[config.mk]
export PLATFORM = sky130hd
export DESIGN_NAME = rx_receiver
export DESIGN_NICKNAME = d
export VERILOG_FILES = /design/src/rtl/rx_receiver.sv
export SDC_FILE = /design/constraint.sdc
export NUM_CORES = 1
export LEC_CHECK = 0
export CAP_MARGIN = 20
export CORE_AREA = 10 10 163 165
export DETAILED_ROUTE_END_ITERATION = 12
export DIE_AREA = 0 0 173 175
export MAX_ROUTING_LAYER = met4
export PLACE_DENSITY_LB_ADDON = 0.08
export SLEW_MARGIN = 0
export SYNTH_ARGS = -nofsm -noshare
export SYNTH_HDL_FRONTEND = slang
export SYNTH_SLANG_ARGS = --single-unit
export TNS_END_PERCENT = 20
[constraint.sdc]
create_clock -name clk -period 3 [get_ports clk]
set_input_delay 0.6 -clock clk [delete_from_list [all_inputs] [get_ports clk]]
set_output_delay 0.6 -clock clk [all_outputs]
set_load 0.01 [all_outputs]
[src/rtl/rx_receiver.sv]
// rx_receiver: framed serial deserialiser (start bit, PKT_BITS data bits MSB first, stop bit).
// Publishes each good packet with a one-cycle rx_valid; a low stop bit yields a one-cycle frame_err.
module rx_receiver #(
  parameter int CLKS_PER_BIT = 50,
  parameter int PKT_BITS     = 136
) (
  input  logic                clk,
  input  logic                rst_n,
  input  logic                rx_line,
  output logic [PKT_BITS-1:0] rx_packet,
  output logic                rx_valid,
  output logic                rx_busy,
  output logic                frame_err,
  output logic [7:0]          pkt_count
);

  // state   | meaning
  // IDLE    | line idle, waiting for a low level on rx_s
  // START   | timing to the middle of the start bit to reject glitches
  // DATA    | sampling PKT_BITS data bits at mid-bit, MSB first
  // STOP    | timing to the middle of the stop bit, then publish or flag
  // WAIT_HI | bad stop bit seen; hold off until the line returns high
  typedef enum logic [2:0] {
    IDLE    = 3'd0,
    START   = 3'd1,
    DATA    = 3'd2,
    STOP    = 3'd3,
    WAIT_HI = 3'd4
  } state_t;

  localparam int CW = (CLKS_PER_BIT > 1) ? $clog2(CLKS_PER_BIT) : 1;
  localparam int BW = $clog2(PKT_BITS + 1);

  localparam logic [CW-1:0] HALF_TC  = CW'(CLKS_PER_BIT / 2 - 1);
  localparam logic [CW-1:0] FULL_TC  = CW'(CLKS_PER_BIT - 1);
  localparam logic [BW-1:0] LAST_BIT = BW'(PKT_BITS - 1);

  state_t state;
  state_t state_next;

  logic                rx_meta;
  logic                rx_s;
  logic [CW-1:0]       cyc_cnt;
  logic [BW-1:0]       bit_cnt;
  logic [PKT_BITS-1:0] shift_reg;

  logic cyc_clr;
  logic bit_clr;
  logic shift_en;
  logic load_pkt;
  logic flag_err;
  logic at_half;
  logic at_full;

  assign at_half = (cyc_cnt == HALF_TC);
  assign at_full = (cyc_cnt == FULL_TC);

  // Both flops reset high so a reset never looks like a start bit.
  always_ff @(posedge clk or negedge rst_n) begin
    if (!rst_n) begin
      rx_meta <= 1'b1;
      rx_s    <= 1'b1;
    end else begin
      rx_meta <= rx_line;
      rx_s    <= rx_meta;
    end
  end

  always_ff @(posedge clk or negedge rst_n) begin
    if (!rst_n) begin
      state <= IDLE;
    end else begin
      state <= state_next;
    end
  end

  always_comb begin
    state_next = state;
    unique case (state)
      IDLE: begin
        if (!rx_s) state_next = START;
      end
      START: begin
        if (at_half) state_next = rx_s ? IDLE : DATA;
      end
      DATA: begin
        if (at_full && (bit_cnt == LAST_BIT)) state_next = STOP;
      end
      STOP: begin
        if (at_full) state_next = rx_s ? IDLE : WAIT_HI;
      end
      WAIT_HI: begin
        if (rx_s) state_next = IDLE;
      end
      default: state_next = IDLE;
    endcase
  end

  always_comb begin
    cyc_clr  = 1'b0;
    bit_clr  = 1'b0;
    shift_en = 1'b0;
    load_pkt = 1'b0;
    flag_err = 1'b0;
    rx_busy  = (state != IDLE);
    unique case (state)
      IDLE: begin
        cyc_clr = 1'b1;
        bit_clr = 1'b1;
      end
      START: begin
        if (at_half) begin
          cyc_clr = 1'b1;
          bit_clr = 1'b1;
        end
      end
      DATA: begin
        if (at_full) begin
          cyc_clr  = 1'b1;
          shift_en = 1'b1;
        end
      end
      STOP: begin
        if (at_full) begin
          cyc_clr  = 1'b1;
          load_pkt = rx_s;
          flag_err = ~rx_s;
        end
      end
      WAIT_HI: begin
        cyc_clr = 1'b1;
      end
      default: begin
        cyc_clr = 1'b1;
        bit_clr = 1'b1;
      end
    endcase
  end

  always_ff @(posedge clk or negedge rst_n) begin
    if (!rst_n) begin
      cyc_cnt <= '0;
    end else if (cyc_clr) begin
      cyc_cnt <= '0;
    end else begin
      cyc_cnt <= cyc_cnt + CW'(1);
    end
  end

  always_ff @(posedge clk or negedge rst_n) begin
    if (!rst_n) begin
      bit_cnt <= '0;
    end else if (bit_clr) begin
      bit_cnt <= '0;
    end else if (shift_en) begin
      bit_cnt <= bit_cnt + BW'(1);
    end
  end

  // Left shift so the first bit on the wire ends up in the MSB.
  always_ff @(posedge clk or negedge rst_n) begin
    if (!rst_n) begin
      shift_reg <= '0;
    end else if (shift_en) begin
      shift_reg <= {shift_reg[PKT_BITS-2:0], rx_s};
    end
  end

  always_ff @(posedge clk or negedge rst_n) begin
    if (!rst_n) begin
      rx_packet <= '0;
      rx_valid  <= 1'b0;
      frame_err <= 1'b0;
      pkt_count <= '0;
    end else begin
      rx_valid  <= load_pkt;
      frame_err <= flag_err;
      if (load_pkt) begin
        rx_packet <= shift_reg;
        pkt_count <= pkt_count + 8'd1;
      end
    end
  end

endmodule

==> results.ini <==
[run_status]
outcome = finished clean

[synth]
synth_most_common_cell = nand2_1
syn-num-nets = 1291
synthXorXnorAreaFrac_pct = 1.29
synthTopCellsByArea = dfrtp_1 65%, nand2_1 27%, buf_2 1.3%, clkbuf_1 1.1%, xnor2_1 0.76%
yosys-top-cells-count = 828 x nand2_1, 299 x dfrtp_1, 34 x clkbuf_1, 29 x buf_2, 19 x nor2_1
ys_seq_elements = 301
yosysTopAreaCell = dfrtp_1
synth_top_family_by_area = simple AND/OR/NAND/NOR gates
synth_compound_area_share_pct = 0.575
synth.distinct_cells = 33
async_flop_share_pct = 100
yosysTopAreaCellShare_pct = 64.9
avgSynthCellArea_um2 = 8.99
syn_inst = 1283
synth_edf_count = 0
synthSimpleGateAreaFrac_pct = 29.6
synthAdderAreaFrac_pct = 0.542
muxShareOfSynthArea_pct = 0.0976
synth_warnings = 0
ys_seq_area_share_pct = 65.3
synthFlopType = dfrtp_1
synth_area_um2 = 11500

[power_and_ir_drop]
irDropWorstVdd_uv = 352
p_clk_share_pct = 46.4
p_switching_mw = 1.70
finalPower_mw = 8.12
p_leak_nw = 7.78
seqPwrFrac_pct = 50.9
combPwrFrac_pct = 2.8
pwr_density_cell_nw_per_um2 = 566
internal_power_mw = 6.43
swShare_pct = 20.9

[setup_path]
cp_data_required_time_ns = 2.40
start_kind = flop
reg2regPathDepth = 6
slowest_delay_ns = 0.48
r2r_end = rx_packet[56]
critical_path_class = flop to output pin
cp_slowest_cell = dfrtp_1
rrSetupSlack_ns = 0.84
cp.arrival_ns = 1.88
path_cells = or3_1, clkdlybuf4s50_1
crit_fanout = 8
regToRegStartpoint = cyc_cnt[0]
critPathTopFamily = flip-flops
setup.worst_path.end_class = output pin
cp_num_buf_inv = 1

[clock_tree]
h-tree-depth = 1
cts_tree = built
cts_root_buf = clkbuf_16
cts.sinks = 301
clockBufferDepth = 3
cts_resized = 0
cts_setup_buffers = 0
path_clk_slew_ns = 0.06
clock_latency_ns = 0.54
cts_buffers = 31
postCtsHoldBufs = 0

[timing]
hold_violations = 0
tns_ns = 0
fin_crit_ns = 2.48
fin_skew_ns = 0.0103
rsz0062_at_grt = false
setup_viol = 0
slew_viol_final = 0
whs_ns = 0.00558
fmax_ghz = 0.402
finalCritPeriodShare_pct = 82.8
maxSlewHeadroom_pct = 35.6
tightest_slew_ns = 0.965

[drt]
wire_per_inst_um = 14.2
drt_iter0_markers = 537
num_vias = 8429
drc = 0
routed_wl_mm = 24.9
via_per_inst = 4.81
firstDrtPassIters = 4
postRouteAntennaNets = 0

[grt]
use_met2_pct = 25.8
busiest_layer = met2
grt_pass1_wl_mm = 42.9
grt_max_degree = 137
grtUsageMet1_pct = 22.9
grt_usage_pct = 17.0
grtUsageMet3_pct = 3.71
first_global_vias = 8419
antenna_found_initial = 0
grt.overflow.total = 0

[die]
die_h_um = 175
dieWidth_um = 173
dieArea_um2 = 30300
core-area_um2 = 23300
io_pins = 150
start_util_pct = 49.6
row_count = 56

[finish]
num_antenna_cells = 0
drive_gt1_share_pct = 4.67
final_util_pct = 61.7
fin_area_um2 = 14400
area_delta_synth_final_pct = 24.5
num-nets-final = 1422
n_fill_cell = 1981

[placement]
place_congestion = 0.772
place_area_um2 = 13400
io_buffer_count = 149
dpl.hpwl_mm = 15.3

[worst_hold_path]
hold_class = primary input to async pin

[run]
maxCapViolCount = 0

[cell usage in the layout, fill, tap and decap left out, types with 2 or more instances in the layout]
master	count
nand2_1	827
dfrtp_1	299
clkdlybuf4s50_1	148
clkbuf_16	31
nor2_1	18
xnor2_1	10
clkbuf_1	9
nand3_1	7
xor2_1	7
buf_12	7
nand4_1	6
clkinv_2	6
inv_1	5
ha_1	5
clkbuf_8	5
buf_4	5
nor3_1	4
a21oi_1	4
and2_1	3
nor4_1	3
bufinv_16	3
a41oi_1	2
dfstp_2	2
[routing by layer]
metal  share of wire (%)  up-vias  wire (um)
met5                   0        -          0
met4                 1.7        0        412
met3                 5.8       27       1440
met2                  45      171      11200
met1                  47     4050      11800
li1                    -     4181          -
[worst reg2reg max path, cell delays in order, from the launching register on]
cell     delay [ns]
dfrtp_1        0.42
ha_1           0.25
and4_1         0.23
nand3_4        0.13
buf_4          0.73
nand2_1        0.22
nand2_1        0.10
[cell families after synthesis]
| family | count (synthesis) |
|---|---|
| muxes | 1 |
| DFF | 301 |
| buffers and inverters | 69 |
| AOI/OAI and AO/OA | 10 |
| and+or+nand+nor | 880 |
| adders and majority gates | 5 |
| xor gates and xnor gates | 17 |
[area by class of cell]
| class | count | area, um2 | share of cell area [%] |
|---|---|---|---|
| clock buffer | 45 | 878 | 6.12 |
| clock inverter | 9 | 120 | 0.837 |
| inverter | 6 | 25.0 | 0.174 |
| multi-input combinational | 913 | 3720 | 25.9 |
| sequential | 301 | 7530 | 52.5 |
| tap | 319 | 399 | 2.78 |
| timing repair buffer | 161 | 1670 | 11.7 |
[worst max path at each step]
stage          cells past startpoint       start  slack (ns)        endpoint
2_1_floorplan                      7  cyc_cnt[0]        1.25  rx_packet[125]
3_3_place_gp                       5    state[2]        0.92      bit_cnt[1]
3_5_place_dp                       6  cyc_cnt[0]        0.84   rx_packet[56]
4_1_cts                            2    state[2]        0.48         rx_busy
5_1_grt                            2    state[2]        0.44         rx_busy
6_report                           2    state[2]        0.52         rx_busy
[per-stage QoR]
step	worst slack [ns]	std cells
after floorplan	1.25	1283
after global placement	0.917	1700
after detailed placement	0.843	1700
after CTS	0.484	1754
after global routing	0.440	1754
final	0.515	1754
[power groups by stage]
stage / Combinational (mW) / Clock (mW) / Sequential [mW]
4_1_cts: 0.234 / 3.86 / 4.13
6_report: 0.225 / 3.77 / 4.13
2_1_floorplan: 0.110 / 0 / 4.19
3_5_place_dp: 0.233 / 0 / 4.20
3_3_place_gp: 0.228 / 0 / 4.20
5_1_grt: 0.259 / 4.02 / 4.13
No activity file was read; power rests on OpenSTA's default activity.
==> RTL edit: new RTL, config.mk and constraints unchanged <==
The parameter `CLKS_PER_BIT` goes from 50 to 25.
--- a/src/rtl/rx_receiver.sv
+++ b/src/rtl/rx_receiver.sv
@@ -2,5 +2,5 @@
 // Publishes each good packet with a one-cycle rx_valid; a low stop bit yields a one-cycle frame_err.
 module rx_receiver #(
-  parameter int CLKS_PER_BIT = 50,
+  parameter int CLKS_PER_BIT = 25,
   parameter int PKT_BITS     = 136
 ) (
Check against the original RTL: same outputs for any inputs over 10 cycles, from zero or initial values and one cycle with rst_n low; that may be too few to reach the edited logic, so the function may still have changed.
==> RTL edit against the unedited design <==
Design area decreased by 1.8%; routed wire length decreased by 16%; total power decreased by 3.3%; setup slack got worse by 0.078 ns; clock skew increased by 0.0038 ns; sequential cell count decreased by 1; largest power group unchanged; largest cell class unchanged; first-iteration DRC count decreased by 36%; synthesized cell count decreased by 45%; clock power decreased by 10%; area after synthesis decreased by 1.6%.
==> RTL edit: results (changes against the unedited design) <==
Net count, final=862 (was 1422); wire length of the first global-routing pass=35300 µm (was 42900 µm); CTS H-tree depth=1 (unchanged); Ant. Diodes=0 (unchanged); violation count after the first detailed-routing iteration=343 (was 537); post-CTS clock slew at the launch and capture registers of the worst setup and hold paths=0.06 ns (about the same); met3 routed wirelength=860 µm (was 1440 µm); Leakage Power=6.93 nW (was 7.78 nW); largest net degree at the start of global routing=105 (was 137); Worst Path Max Fanout=13 (was 8); placed wire-length estimate after detailed placement=13600 µm (was 15300 µm); relative slew slack=0.475 (was 0.356); leading cell types by count after synthesis=sky130_fd_sc_hd__dfrtp_1, sky130_fd_sc_hd__mux2_2, sky130_fd_sc_hd__buf_2 (was sky130_fd_sc_hd__nand2_1, sky130_fd_sc_hd__dfrtp_1, sky130_fd_sc_hd__clkbuf_1); top post-synthesis cells by area=sky130_fd_sc_hd__dfrtp_1, sky130_fd_sc_hd__mux2_2, sky130_fd_sc_hd__buf_2 (was sky130_fd_sc_hd__dfrtp_1, sky130_fd_sc_hd__nand2_1, sky130_fd_sc_hd__buf_2); number of distinct library cells after synthesis=37 (was 33); maximum ir drop on the vdd rail=0.407 mV (was 0.352 mV); cell at the root of the clock tree=sky130_fd_sc_hd__clkbuf_16 (unchanged); met1 wire length=9560 µm (was 11800 µm); Critical Path AT=1.96 ns (was 1.88 ns); Met2 Routed Length=10300 µm (was 11200 µm); status=finished, final reports clean (unchanged); count of fill cells added during filler insertion=1834 (was 1981); sequential area share after synthesis=0.662 (was 0.653); Max Clock Skew=0.0141 ns (was 0.0103 ns); share of layout cells above drive strength 1=0.369 (was 0.0467); DR pass1 iterations=5 (was 4); via total after detailed routing=6050 (was 8429)
[RTL edit: layer usage]
layer  track usage  up-vias
met2         0.234      108
met5             -        -
met4        0.0316        0
li1              -     2786
met3        0.0310       22
met1         0.176     3134
[RTL edit: final timing paths]
check / from / end / slack (ns) / depth (start not counted)
hold reg to reg: rx_meta / rx_s / 0.36 / 0
setup reg to reg: state[1] / shift_reg[123] / 0.45 / 4
setup / recovery: state[1] / rx_busy / 0.44 / 2
max in group asynchronous: rst_n / rx_packet[117] / 2.01 / 2
hold / removal: rst_n / rx_packet[120] / 0.01 / 1
min in group clk: rx_meta / rx_s / 0.36 / 0
[RTL edit: worst max-delay path, cell delays in order (launching register included)]
cell                              delay [ns]
sky130_fd_sc_hd__dfrtp_1                0.50
sky130_fd_sc_hd__or3_1                  0.41
sky130_fd_sc_hd__clkdlybuf4s50_1        0.52
[RTL edit: metrics by stage]
step | std cells | util | hold slack [ns] | setup slack, ns | power [mW]
3_5_place_dp | 1142 | 0.568 | 0.351 | 0.475 | 4.55
6_report | 1195 | 0.606 | 0.0148 | 0.437 | 7.86
3_3_place_gp | 1142 | 0.568 | 0.348 | 0.561 | 4.52
2_1_floorplan | 700 | - | 0.304 | 1.00 | 4.39
4_1_cts | 1195 | 0.606 | 0.00788 | 0.406 | 7.98
5_1_grt | 1195 | 0.606 | 0.0288 | 0.300 | 8.21
[RTL edit: where the power goes]
| group | internal [mW] | total [mW] | switching, mW |
|---|---|---|---|
| registers | 4.09 | 4.16 | 0.0710 |
| logic | 0.117 | 0.307 | 0.190 |
| clock network | 1.97 | 3.39 | 1.42 |
[RTL edit: kinds of logic after synthesis]
| kind of cell | count (synthesis) | share of synthesized area |
|---|---|---|
| DFF | 300 | 0.662 |
| muxes | 274 | 0.272 |
| AOI/OAI and AO/OA | 14 | 0.00827 |
| xor gates and xnor gates | 15 | 0.0116 |
| and+or+nand+nor | 54 | 0.0263 |
| adders and majority gates | 4 | 0.00441 |
| buffers and inverters | 39 | 0.0162 |
[RTL edit: final cells by class]
class | count | area, µm² | share of cell area
Timing Repair Buffer | 157 | 1620 | 0.115
Clock buffer | 51 | 881 | 0.0625
Sequential cell | 300 | 7510 | 0.532
Clock inverter | 2 | 10.0 | 0.000710
Inverter | 5 | 18.8 | 0.00133
Multi-Input combinational cell | 361 | 3670 | 0.260
Tap cell | 319 | 399 | 0.0283
